[config.mk]
export PLATFORM = sky130hd
export DESIGN_NAME = ex_fu_scheduler
export DESIGN_NICKNAME = d
export VERILOG_FILES = /design/src/rtl/ex_fu_scheduler.sv
export SDC_FILE = /design/constraint.sdc
export NUM_CORES = 1
export LEC_CHECK = 0
export CORE_MARGIN = 2
export CORE_UTILIZATION = 49
export CTS_BUF_LIST = sky130_fd_sc_hd__clkbuf_2 sky130_fd_sc_hd__clkbuf_4 sky130_fd_sc_hd__clkbuf_8
export DETAILED_ROUTE_END_ITERATION = 8
export HOLD_SLACK_MARGIN = 0.03
export PLACE_DENSITY = 0.79
export SLEW_MARGIN = 10
export SYNTH_ARGS = -nofsm -noshare
export SYNTH_HDL_FRONTEND = slang
export SYNTH_SLANG_ARGS = --single-unit
[constraint.sdc]
create_clock -name clk -period 4.8 [get_ports clk]
set_input_delay 0.96 -clock clk [delete_from_list [all_inputs] [get_ports clk]]
set_output_delay 0.96 -clock clk [all_outputs]
set_load 0.05 [all_outputs]
[src/rtl/ex_fu_scheduler.sv]
// EX-stage functional-unit scheduler: one-hot result select, mul/div launch and tracking, stall request.
// Optional divider watchdog and div_timeout port when EX_SCHED_WATCHDOG_EN is defined.
//
// state    | meaning
// IDLE     | accepting issue; single-cycle ops complete here
// MUL_WAIT | multiplier in flight, counter = cycles left
// DIV_WAIT | divider in flight, waiting for div_done
module ex_fu_scheduler #(
  parameter int MUL_LATENCY     = 2,
  parameter int DIV_LATENCY_MAX = 40
) (
  input  logic       clk,
  input  logic       rst_n,
  input  logic       issue_valid,
  input  logic [4:0] issue_class,
  input  logic       flush,
  input  logic       div_done,
  output logic       mul_start,
  output logic       div_start,
  output logic       div_cancel,
  output logic [4:0] select,
  output logic       result_valid,
  output logic       stall_req,
  output logic       illegal_op
`ifdef EX_SCHED_WATCHDOG_EN
  ,
  output logic       div_timeout
`endif
);

  localparam logic [1:0] IDLE     = 2'd0;
  localparam logic [1:0] MUL_WAIT = 2'd1;
  localparam logic [1:0] DIV_WAIT = 2'd2;

  localparam int CNT_TOP = (DIV_LATENCY_MAX > MUL_LATENCY) ? DIV_LATENCY_MAX : MUL_LATENCY;
  localparam int CW      = $clog2(CNT_TOP + 1);

  localparam logic [4:0] SEL_MUL = 5'b00010;
  localparam logic [4:0] SEL_DIV = 5'b00100;

  logic [1:0]    state, state_nxt;
  logic [CW-1:0] cnt, cnt_nxt;
  logic          timeout;

  always_comb begin
    state_nxt    = state;
    cnt_nxt      = cnt;
    mul_start    = 1'b0;
    div_start    = 1'b0;
    div_cancel   = 1'b0;
    select       = 5'b0;
    result_valid = 1'b0;
    stall_req    = 1'b0;
    illegal_op   = 1'b0;
    timeout      = 1'b0;
    if (!rst_n) begin
      state_nxt = IDLE;
      cnt_nxt   = '0;
    end else if (flush) begin
      // Flush drops any completion landing in the same cycle.
      state_nxt  = IDLE;
      cnt_nxt    = '0;
      div_cancel = (state == DIV_WAIT);
    end else begin
      case (state)
        IDLE: begin
          if (issue_valid) begin
            if (!$onehot(issue_class)) begin
              illegal_op = 1'b1;
            end else if (issue_class[1]) begin
              mul_start = 1'b1;
              stall_req = 1'b1;
              cnt_nxt   = CW'(MUL_LATENCY - 1);
              state_nxt = MUL_WAIT;
            end else if (issue_class[2]) begin
              div_start = 1'b1;
              stall_req = 1'b1;
`ifdef EX_SCHED_WATCHDOG_EN
              cnt_nxt   = CW'(DIV_LATENCY_MAX - 1);
`else
              cnt_nxt   = '0;
`endif
              state_nxt = DIV_WAIT;
            end else begin
              select       = issue_class;
              result_valid = 1'b1;
            end
          end
        end
        MUL_WAIT: begin
          if (cnt == '0) begin
            select       = SEL_MUL;
            result_valid = 1'b1;
            state_nxt    = IDLE;
          end else begin
            stall_req = 1'b1;
            cnt_nxt   = cnt - CW'(1);
          end
        end
        DIV_WAIT: begin
          if (div_done) begin
            select       = SEL_DIV;
            result_valid = 1'b1;
            state_nxt    = IDLE;
            cnt_nxt      = '0;
          end else begin
`ifdef EX_SCHED_WATCHDOG_EN
            // Watchdog expiry returns a zero result so the pipeline can move on.
            if (cnt == '0) begin
              timeout      = 1'b1;
              div_cancel   = 1'b1;
              result_valid = 1'b1;
              state_nxt    = IDLE;
            end else begin
              stall_req = 1'b1;
              cnt_nxt   = cnt - CW'(1);
            end
`else
            stall_req = 1'b1;
`endif
          end
        end
        default: begin
          state_nxt = IDLE;
          cnt_nxt   = '0;
        end
      endcase
    end
  end

`ifdef EX_SCHED_WATCHDOG_EN
  assign div_timeout = timeout;
`endif

  always_ff @(posedge clk) begin
    if (!rst_n) begin
      state <= IDLE;
      cnt   <= '0;
    end else begin
      state <= state_nxt;
      cnt   <= cnt_nxt;
    end
  end

endmodule

# After elaboration in Yosys (flattened, before gate mapping)

Index checks and enable logic that the tools add are counted.
Widths: inputs -> output; s select.

Output and inout bits: 11
Logic and storage cells: 82
Input port bits: 10
Flip-flop bits (word level): 8

Muxes and demuxes: 60
Reduce and logical (&&, ||, !) cells: 5
Equality and inequality tests: 9
Bitwise operators: 1
$add $sub $neg: 5

Operators by type and width:

| operator            | number |
|---|---|
| $mux 6              | 6 |
| $mux 1              | 35 |
| $mux 5              | 6 |
| $pmux 6 s3          | 1 |
| $pmux 5 s3          | 1 |
| $mux 2              | 7 |
| $ne 2x2->1 const B  | 5 |
| $reduce_and 5->1    | 2 |
| $logic_not 6->1     | 1 |
| $pmux 1 s3          | 2 |
| $pmux 2 s3          | 1 |
| $sub 6x1->6 const B | 1 |
| $add 1x1->2         | 2 |
| $add 2x2->3         | 1 |
| $add 3x1->3         | 1 |
| $eq 3x1->1 const B  | 1 |
| $mux 3              | 1 |
| $ne 3x3->1 const B  | 1 |
| $eq 2x1->1 const B  | 1 |
| $eq 2x2->1 const B  | 1 |
| $logic_not 2->1     | 1 |
| $reduce_or 2->1     | 1 |
| $not 1->1           | 1 |

# Longest topological paths before layout

Gate-level depths: netlist of run 1.

Depth after elaboration: 9
Gate-level depth with buffers: 10
Depth with buffers taken out: 9

# Worst setup path after synthesis of run 1

OpenSTA, ideal clock, no wires.

Path type: input-to-output
Start point: input port issue_class[1]
End point: output port mul_start
Arrival: 4.089 ns
Slack: -0.249 ns
Stages: 8
Required time: 3.840 ns
Path through: inv_1 fa_1 fa_1 inv_1 ha_1 or3_4 buf_6 nor4_1

Cells in the longest elaborated chain, start to end: 9
Elaborated cells between the ends (all ways): 10
Those cells by class: add/sub: 3; eq/ne: 1; mux: 6

Ends and longest elaborated chain:

| item                              | line | source |
|---|---|---|
| start, declared                   | 15   | `input logic [4:0] issue_class,` |
| $add 1x1->2 (not written as such) | 68   | `if (!$onehot(issue_class)) begin` |
| $add 2x2->3 (not written as such) | 68   |  |
| $add 3x1->3 (not written as such) | 68   |  |
| $eq 3x1->1                        | 68   |  |
| $mux 1 *                          | 68   |  |
| $mux 1 *                          | 67   | `if (issue_valid) begin` |
| $mux 1 *                          | 65   | `case (state)` |
| $mux 1 *                          | 59   | `end else if (flush) begin` |
| $mux 1 *                          | 56   | `if (!rst_n) begin` |
| end, declared                     | 18   | `output logic mul_start,` |

Mark *: on every way between the ends. The rest lies on a longest branch, timed or not.

# Final worst setup path of run 1

Start point: input port issue_class[1]
End point: output port stall_req

Cells in the longest elaborated chain, start to end: 9
Elaborated cells between the ends (all ways): 10
Those cells by class: add/sub: 3; eq/ne: 1; mux: 6

Ends and longest elaborated chain:

| item                              | line | source |
|---|---|---|
| $add 1x1->2 (not written as such) | 68   |  |
| $add 2x2->3 (not written as such) | 68   |  |
| $add 3x1->3 (not written as such) | 68   |  |
| $eq 3x1->1                        | 68   |  |
| $mux 1 *                          | 68   |  |
| $mux 1 *                          | 67   |  |
| $pmux 1 s3 *                      | 65   |  |
| $mux 1 *                          | 59   |  |
| $mux 1 *                          | 56   |  |
| end, declared                     | 23   | `output logic stall_req,` |

Marks and branches as above.

==> impl_results.md, run 1 <==
- Run status: completed
- Vias in the first global route: just over 700
- Root buf cell: clkbuf_4
- Psw: 55.5 uW
- Clock latency at the later pin of the worst-skew pair: 0.27 ns
- First-pass GRT wire length: 2900 um
- Post_cts resized: 0
- Layout cells sized above 1: 0.228
- Util after Layout: 0.713
- Yosys cell types: 40
- Endpoints failing setup: 0
- Syn. warnings: 0
- Most used DFF post-synth: dfxtp_1
- Power density relative to cell area: approximately 170 mW/mm^2
- FILL cells: 117
- Post-DRT Antenna Nets: 0
- Min Tclk post-route: 4.70 ns
- Reg-to-Reg End: cnt[3]$_SDFFE_PP0P_
- XOR/XNOR Fraction of Synth Area: 0
- Reg2Reg Depth: 4
- H-tree levels: 1
- Post-CTS Repair Setup Buffers: 0
- Reg power frac: 0.385
- Boundary Pins: 21
- Max incr delay on CP: 0.49 ns
- Pint: 120 uW
- Setup_tns: 0 ns
- Synth Area in Simple Gates: 0.374
- CTS tree: built
- Area growth, synth to finish: 40.5%
- Bufs and invs on worst path: 4
- DR WL met3: roughly 120 um
- Post-synthesis compound-gate area fraction: 0.204
- Worst-path cell chain: clkdlybuf4s50_1, inv_1, fa_1, fa_1, inv_1, ha_1, or3_4, o31ai_1, nand2b_1, a21oi_2, buf_12
- Worst hold slack: roughly 0.5 ns
- Post-synth EDFFs: 0
- Avg Cell Area, Syn: 7.95 um^2
- Metal2 WL: 871 um
- CP top delay family: adder cells
- Synthesis-stage register bit count: 8
- Pin count of the biggest net entering global routing: 13
- Unrepaired setup endpoints after global routing: false
- Mapped Nets: about 110
- Reg-to-Reg Start: state[0]$_SDFFE_PP0P_
- Top cells by area, synth: dfxtp_1, fa_1, inv_1
- Crit Path Max Fanout: 7
- R2R setup slack: 3.00 ns
- Critical path depth in cells: 11
- Router iterations before antenna repair: 5
- Worst Path Required: 3.84 ns
- Mux cell area share after synthesis: 0.0134
- Sw Share: 0.316
- Drc violations: 0
- Setup Skew: 0.00632 ns
- Final setup margin: 0.102 ns
- Register area: 160 um^2
- Clk slew on worst S/H paths: 0.05 ns
- Pleak: 0.000412 uW
- Part of the power in the clock network: 0.316
- Pre-CTS setup slack: 0.0467 ns
- Via count: around 760
- Final Hold Vio Count: 0
- Combinational share of power: 0.299
- Core ar.: 0.00147 mm^2
- Max Cap Violations: 0
- Die height: 43.0 um
- Multi-input gate area: 523 um^2
- Crit path max-delay cell type: clkdlybuf4s50_1
- Top layer in use: met4
- Worst vdd ir: 0.0811 mV
- Relative slew slack: 0.669
- M1 WL: slightly above 700 um
- Final wirelength: 1730 um
- Initial core utilization: 0.508
- Nets: 130
- CP Class: input port to output port
- Mapped Cells: 94
- First-iteration detailed-routing DRC count: 18
- Die width: 43.0 um
- Worst slew pin tran: 0.495 ns
- Sequential fraction of the synthesis area: 0.214
- Hold buffer count at cts: 0
- Synth area leader: dfxtp_1
- Arrival time worst endpoint: 3.74 ns
- Synth Area in Adders: 0.0871
- Final Max Tran Viols: 0
- Synth async-reset ratio: 0
- N_diodes: 0
- Gr usage total: 0.204
- Hold Path End: cnt[1]$_SDFFE_PP0P_
- Via-to-Cell Ratio: 5.88
- Placer Congestion: about 0.83
- Die area: 0.00185 mm^2
- Hold Crit Depth: 2
- Port Buffers: 20
- Crit start category: input port
- Clk sink count: 8
- Total power draw: between 150 and 200 uW
- Synth top cells by count: inv_1, nor2_1, dfxtp_1, nand2_1, a21oi_1
- Final worst-path cycle share: 0.979
- Post-Syn Area: roughly 750 um^2
- DPL Wire Length: about 1300 um
- Min-delay worst type: flip-flop to flip-flop
- Largest family of logic cells by synthesized area: simple AND/OR/NAND/NOR gates
- Synth top area share: 0.214
- CTS Buffer Depth: 2
- Worst Min Path Start: cnt[1]$_SDFFE_PP0P_
- Fmax achieved: about 210 MHz
- Mean routed wirelength per cell: 13.3 um
- Grt total ovfl: 0
- Crit end category: output port
- Initial antenna violation count: 0
- CTS Buf Count: 3
- Num rows: 14
==> per-layer routing <==
metal / vias to the layer above / GRT usage
met1: 355 / 0.229
met5: - / 0
met4: 0 / 0.121
li1: 371 / -
met3: 4 / 0.0340
met2: 34 / 0.355
==> final cells by class <==
cell class | instances | share of cell area
Multi-Input combinational cell | 71 | 0.498
Tap cell | 16 | 0.0191
Timing Repair Buffer | 23 | 0.277
Sequential cell | 8 | 0.153
Inverter | 9 | 0.0322
Clock buffer | 3 | 0.0215
==> flip-flops by register name, summed over array words and instances (netlist names) <==
name,cells
state,2
cnt,6
==> power by group through the flow <==
stage / combinational [uW] / sequential, uW / clock (uW)
floorplan: 37.5 / 68.6 / 0
global placement: 50.6 / 69.2 / 0
CTS: 52.0 / 67.8 / 54.2
detailed placement: 51.7 / 69.2 / 0
global route: 57.2 / 67.8 / 58.2
finish: 52.5 / 67.8 / 55.6
==> per-stage QoR <==
| stage | cell area (um^2) | cells |
|---|---|---|
| global route | 1050 | 130 |
| floorplan | 753 | 94 |
| finish | 1050 | 130 |
| detailed placement | 1020 | 127 |
| global placement | 1020 | 127 |
| CTS | 1040 | 130 |
==> cells by family (layout without fill, tap and decap cells) <==
group,count (synthesis),after routing
AND/OR/NAND/NOR,46,46
AO/OA/AOI/OAI,20,20
buffers and inverters,15,35
flip-flops,8,8
adder cells (fa/ha/maj),4,4
multiplexers,1,1
==> worst max-delay path by stage <==
stage / startpoint / end / slack, ns
after floorplan: issue_class[1] / stall_req / 0.14
after global placement: issue_class[1] / stall_req / 0.1
after detailed placement: issue_class[1] / stall_req / 0.05
after CTS: issue_class[1] / stall_req / 0.04
after global routing: issue_class[1] / stall_req / 0.02
final: issue_class[1] / stall_req / 0.10
==> cells in the final DEF, fill, tap and decap left out, types with 5 or more instances in the layout <==
master	count
a21oi_1	5
buf_12	7
clkdlybuf4s50_1	12
dfxtp_1	8
inv_1	9
nand2_1	7
nor2_1	9
==> tightest hold or removal path, cell delays in order, from the launching register on <==
cell     delay, ns
dfxtp_1       0.31
inv_1         0.07
o31ai_1       0.07
No activity file was read; power rests on OpenSTA's default activity.
==> run 2: changes to the inputs <==
--- a/config.mk
+++ b/config.mk
@@ -5,9 +5,11 @@
 export SDC_FILE = /design/constraint.sdc
 export NUM_CORES = 1
 export LEC_CHECK = 0
+export CAP_MARGIN = 20
 export CORE_MARGIN = 2
 export CORE_UTILIZATION = 49
-export CTS_BUF_LIST = sky130_fd_sc_hd__clkbuf_2 sky130_fd_sc_hd__clkbuf_4 sky130_fd_sc_hd__clkbuf_8
+export CTS_BUF_LIST = sky130_fd_sc_hd__clkbuf_2
+export CTS_CLUSTER_DIAMETER = 50
 export DETAILED_ROUTE_END_ITERATION = 8
 export HOLD_SLACK_MARGIN = 0.03
 export PLACE_DENSITY = 0.79
==> run 2 against run 1 <==
Via count down 0.26%; sequential cell count unchanged; clock-buffer cell count unchanged; critical path type unchanged; largest cell class unchanged.
==> impl_results.md, run 2 (synthesis results as in run 1) <==
- First-iteration detailed-routing DRC count: 14 (-4)
- Worst Min Path Start: cnt[1]$_SDFFE_PP0P_
- Grt total ovfl: 0 (unchanged)
- Biggest register: cnt
- CTS Buffer Depth: 2 (unchanged)
- Crit end category: output port
- Max Cap Violations: 0 (unchanged)
- CTS Buf Count: 3 (unchanged)
- Fmax achieved: 213 MHz (about the same)
- Post-CTS Repair Setup Buffers: 0 (unchanged)
- CTS tree: built
- Area growth, synth to finish: 39.5%
- Most frequent cells in the layout: clkdlybuf4s50_1, inv_1, nor2_1
- Clock latency at the later pin of the worst-skew pair: 0.25 ns (-0.02 ns)
- Boundary Pins: 21 (unchanged)
- Util after Layout: 0.708 (-0.00510)
- Post-DRT Antenna Nets: 0 (unchanged)
- DPL Wire Length: 1320 um (unchanged)
- Drc violations: 0 (unchanged)
- Die area: 0.00185 mm^2 (unchanged)
- Initial core utilization: 0.508 (unchanged)
- Unrepaired setup endpoints after global routing: false
- Final wirelength: 1700 um (-1.4%)
- Router iterations before antenna repair: 4 (-1)
- FILL cells: 117 (unchanged)
- Crit start category: input port
- Core ar.: 0.00147 mm^2 (unchanged)
- Via-to-Cell Ratio: 5.86 (-0.26%)
- Final Non-Filler Cells: 130 (unchanged)
- Run status: completed
- Gr usage total: 0.205 (+0.00175)
- Clk slew on worst S/H paths: 0.08 ns (+0.03 ns)
- Commonest non-fill, non-tap cell in the layout: clkdlybuf4s50_1
- Min Tclk post-route: 4.70 ns (+0.000423 ns)
- Layout cells sized above 1: 0.228 (unchanged)
- Post-Place Cell Area: 0.00102 mm^2 (unchanged)
- Port Buffers: 20 (unchanged)
- H-tree levels: 1 (unchanged)
- Nets: 130 (unchanged)
- Relative slew slack: 0.669 (about the same)
- Cell area after layout: 0.00104 mm^2 (-0.72%)
- Setup Skew: 0.00841 ns (+0.00209 ns)
- Die height: 43.0 um (unchanged)
- Die width: 43.0 um (unchanged)
- Arrival time worst endpoint: 3.74 ns (about the same)
- Endpoints failing setup: 0 (unchanged)
- Clk sink count: 8 (unchanged)
- Largest regs: cnt: 6 flops, state: 2 flops
- Worst slew pin tran: 0.495 ns (-0.000000834 ns)
- Worst vdd ir: 0.0698 mV (-14%)
- Final Hold Vio Count: 0 (unchanged)
- Final Max Tran Viols: 0 (unchanged)
- First-pass GRT wire length: 2900 um (+0.21%)
- Final worst-path cycle share: 0.979 (about the same)
- Via count: 762 (-0.26%)
- Worst Path Required: 3.84 ns (about the same)
- Initial antenna violation count: 0 (unchanged)
- Power density relative to cell area: 156 mW/mm^2 (-6.9%)
- Max reg flops: 6 (unchanged)
- CP Class: input port to output port
- Min-delay worst type: flip-flop to flip-flop
- Mean routed wirelength per cell: 13.1 um (-1.4%)
- Setup_tns: 0 ns (unchanged)
- Vias in the first global route: 716 (-0.14%)
- Placer Congestion: 0.830 (unchanged)
- Placed cells: 127 (unchanged)
- Reg-to-Reg Start: state[0]$_SDFFE_PP0P_
- Critical Path Start: issue_class[1]
- Num rows: 14 (unchanged)
- Pin count of the biggest net entering global routing: 13 (unchanged)
- N_diodes: 0 (unchanged)
- Pleak: 0.000411 uW (-0.33%)
- Root buf cell: clkbuf_2
- Crit Path Max Fanout: 7 (unchanged)
## run 2: repair_timing
| action | in CTS | in global routing |
|---|---|---|
| setup endpoints to repair | 0 | 2 |
| hold buffers | 0 | 0 |
| gates resized for setup | 0 | 2 |
## run 2: power by group
| part | switching [uW] | internal (uW) |
|---|---|---|
| clock network | 25.5 | 17.0 |
| logic | 27.7 | 24.7 |
| registers | 0.911 | 66.8 |
| total | 54.1 | 108 |
## run 2: critical path, cell delays in order
cell and delay [ns]:
clkdlybuf4s50_1 0.49, inv_1 0.08, fa_1 0.47, fa_1 0.37
inv_1 0.06, ha_1 0.22, or3_4 0.43, o31ai_1 0.21
nand2b_1 0.10, a21oi_2 0.18, buf_12 0.15
## run 2: worst paths after layout
check	to	slack (ns)	depth (start not counted)
max reg2reg	cnt[3]$_SDFFE_PP0P_	3.00	4
max	stall_req	0.10	11
min reg2reg	cnt[1]$_SDFFE_PP0P_	0.51	2
min	cnt[1]$_SDFFE_PP0P_	0.51	2
## run 2: per-stage QoR
stage,total power [uW],hold WS (ns),worst slack [ns]
floorplan,106,0.461,0.141
global placement,120,0.480,0.0989
detailed placement,121,0.497,0.0467
CTS,161,0.507,0.0412
global route,171,0.530,0.0166
finish,163,0.509,0.101
## run 2: layer usage
metal / vias to the layer above / part of all wire / global-route usage
met5: - / 0 / 0
li1: 369 / - / -
met2: 33 / 0.50 / 0.352
met4: 0 / 0.018 / 0.121
met1: 355 / 0.41 / 0.229
met3: 5 / 0.068 / 0.0468
## run 2: cell type report
cell class                      count  area (um^2)  share of cell area
Tap cell                           16         20.0              0.0192
Timing Repair Buffer               23          290               0.279
Multi-Input combinational cell     71          523               0.502
Clock buffer                        3         15.0              0.0144
Sequential cell                     8          160               0.154
Inverter                            9         33.8              0.0324
==> run 3: changes to the inputs <==
--- a/config.mk
+++ b/config.mk
@@ -8,7 +8,7 @@
 export CAP_MARGIN = 20
 export CORE_MARGIN = 2
 export CORE_UTILIZATION = 49
-export CTS_BUF_LIST = sky130_fd_sc_hd__clkbuf_2
+export CTS_BUF_LIST = sky130_fd_sc_hd__clkbuf_8
 export CTS_CLUSTER_DIAMETER = 50
 export DETAILED_ROUTE_END_ITERATION = 8
 export HOLD_SLACK_MARGIN = 0.03
==> run 3 against run 2 <==
Core utilization increased by 1.8 points; sequential share of layout area decreased by 0.38 points; clock-buffer cell count unchanged; first-iteration DRC count increased by 21%; clock skew decreased by 0.0067 ns; setup slack got worse by 0.0012 ns; sequential cell count unchanged; wire length increased by 3.6%; critical path type unchanged; highest routed layer unchanged.
==> impl_results.md, run 3 (synthesis results as in run 1) <==
- Run status: completed
- Crit end category: output port
- Util after Layout: 0.726 (+0.0179)
- Placer Congestion: 0.830 (unchanged)
- CP Class: input port to output port
- Crit start category: input port
- Post-DRT Antenna Nets: 0 (unchanged)
- Max Cap Violations: 0 (unchanged)
- Largest regs: cnt: 6 flops, state: 2 flops
- Pin count of the biggest net entering global routing: 13 (unchanged)
- Worst vdd ir: 0.0817 mV (+17%)
- Port Buffers: 20 (unchanged)
- Drc violations: 0 (unchanged)
- Hold buffer count at cts: 0 (unchanged)
- Final Hold Vio Count: 0 (unchanged)
- Final Max Tran Viols: 0 (unchanged)
- Clk sink count: 8 (unchanged)
- Critical Path Start: issue_class[1]
- Setup_tns: 0 ns (unchanged)
- Crit Path Max Fanout: 7 (unchanged)
- Crit path max-delay cell type: clkdlybuf4s50_1
- Num rows: 14 (unchanged)
- Die height: 43.0 um (unchanged)
- Most frequent cells in the layout: clkdlybuf4s50_1, inv_1, nor2_1
- Core ar.: 0.00147 mm^2 (unchanged)
- Via-to-Cell Ratio: 5.85 (-0.13%)
- Biggest register: cnt
- Endpoints failing setup: 0 (unchanged)
- Root buf cell: clkbuf_8
- Grt total ovfl: 0 (unchanged)
- Clk slew on worst S/H paths: 0.04 ns (-0.04 ns)
- Min-delay worst type: flip-flop to flip-flop
- Layout cells sized above 1: 0.228 (unchanged)
- Post-Place Cell Area: 0.00102 mm^2 (unchanged)
- Die area: 0.00185 mm^2 (unchanged)
- Placed cells: 127 (unchanged)
- Vias in the first global route: 735 (+2.7%)
- Via count: 761 (-0.13%)
- Gr usage total: 0.213 (+0.00787)
- Pre-CTS setup slack: 0.0467 ns (unchanged)
- First-iteration detailed-routing DRC count: 17 (+3)
- N_diodes: 0 (unchanged)
- Max reg flops: 6 (unchanged)
- Worst Min Path Start: cnt[1]$_SDFFE_PP0P_
- DPL Wire Length: 1320 um (unchanged)
- Cell area after layout: 0.00107 mm^2 (+2.5%)
- Router iterations before antenna repair: 4 (unchanged)
- CTS Buffer Depth: 2 (unchanged)
- Bufs and invs on worst path: 4 (unchanged)
- Initial antenna violation count: 0 (unchanged)
- CP top delay family: adder cells
- CTS tree: built
- Nets: 130 (unchanged)
- Initial core utilization: 0.508 (unchanged)
- First-pass GRT wire length: 3000 um (+3.3%)
- Arrival time worst endpoint: 3.74 ns (about the same)
- Pleak: 0.000420 uW (+2.2%)
- Worst-path cell chain: clkdlybuf4s50_1, inv_1, fa_1, fa_1, inv_1, ha_1, or3_4, o31ai_1, nand2b_1, a21oi_2, buf_12
- Worst slew pin tran: 0.495 ns (+0.000000715 ns)
- Final wirelength: 1770 um (+3.6%)
- Mean routed wirelength per cell: 13.6 um (+3.6%)
- Boundary Pins: 21 (unchanged)
- Final Non-Filler Cells: 130 (unchanged)
- H-tree levels: 1 (unchanged)
- CTS Buf Count: 3 (unchanged)
- Area growth, synth to finish: 43.0%
- Clock latency at the later pin of the worst-skew pair: 0.23 ns (-0.02 ns)
- Unrepaired setup endpoints after global routing: false
- Power density relative to cell area: 190 mW/mm^2 (+22%)
- Worst Path Required: 3.84 ns (about the same)
- Commonest non-fill, non-tap cell in the layout: clkdlybuf4s50_1
- Relative slew slack: 0.669 (unchanged)
- Min Tclk post-route: 4.70 ns (+0.00118 ns)
- Fmax achieved: 213 MHz (about the same)
- Reg-to-Reg Start: state[0]$_SDFFE_PP0P_
- Final worst-path cycle share: 0.979 (about the same)
- Die width: 43.0 um (unchanged)
- Setup Skew: 0.00172 ns (-0.00669 ns)
- Max incr delay on CP: 0.49 ns (about the same)
- Final setup margin: 0.0999 ns (-0.00118 ns)
## run 3: cell counts in the layout (fill, tap and decap cells not counted)
Identical to the previous run, type by type.
## run 3: report_power, final
| part | leakage (uW) | internal, uW | switching [uW] |
|---|---|---|---|
| clock network | 0.0000216 | 54.5 | 28.2 |
| logic | 0.000334 | 24.7 | 27.7 |
| registers | 0.0000644 | 67.2 | 0.906 |
| total | 0.000420 | 146 | 56.8 |
## run 3: final timing paths
kind                         end  slack, ns  depth (start not counted)
min          cnt[1]$_SDFFE_PP0P_       0.51                          2
max                    stall_req        0.1                         11
min reg2reg  cnt[1]$_SDFFE_PP0P_       0.51                          2
max reg2reg  cnt[3]$_SDFFE_PP0P_       2.98                          4
## run 3: worst register-to-register path: cells and delay by family (launching register included)
family	cells	cell delay [ns]
DFF	1	0.51
AOI/OAI and AO/OA	2	0.37
and+or+nand+nor	2	0.88
## run 3: repair_timing
action,CTS,global route
gates resized for setup,0,2
setup buffers,0,0
endpoints found under the hold margin,0,0
endpoints found under the setup margin,0,2
## run 3: cell type report
type,instances,area [um^2]
clock buffer,3,41.3
multi-input combinational,71,523
tap,16,20.0
sequential,8,160
inverter,9,33.8
timing repair buffer,23,290
fill,113,403
## run 3: layer usage
metal,global-route usage,vias up,part of all wire
met3,0.0468,7,0.065
met5,0,-,0
met1,0.232,353,0.40
met2,0.373,33,0.51
li1,-,368,-
met4,0.127,0,0.029
## run 3: metrics by stage
step | hold slack, ns | power (uW)
final | 0.505 | 203
after global routing | 0.523 | 212
after CTS | 0.503 | 203
after detailed placement | 0.497 | 121
after global placement | 0.480 | 120
after floorplan | 0.461 | 106
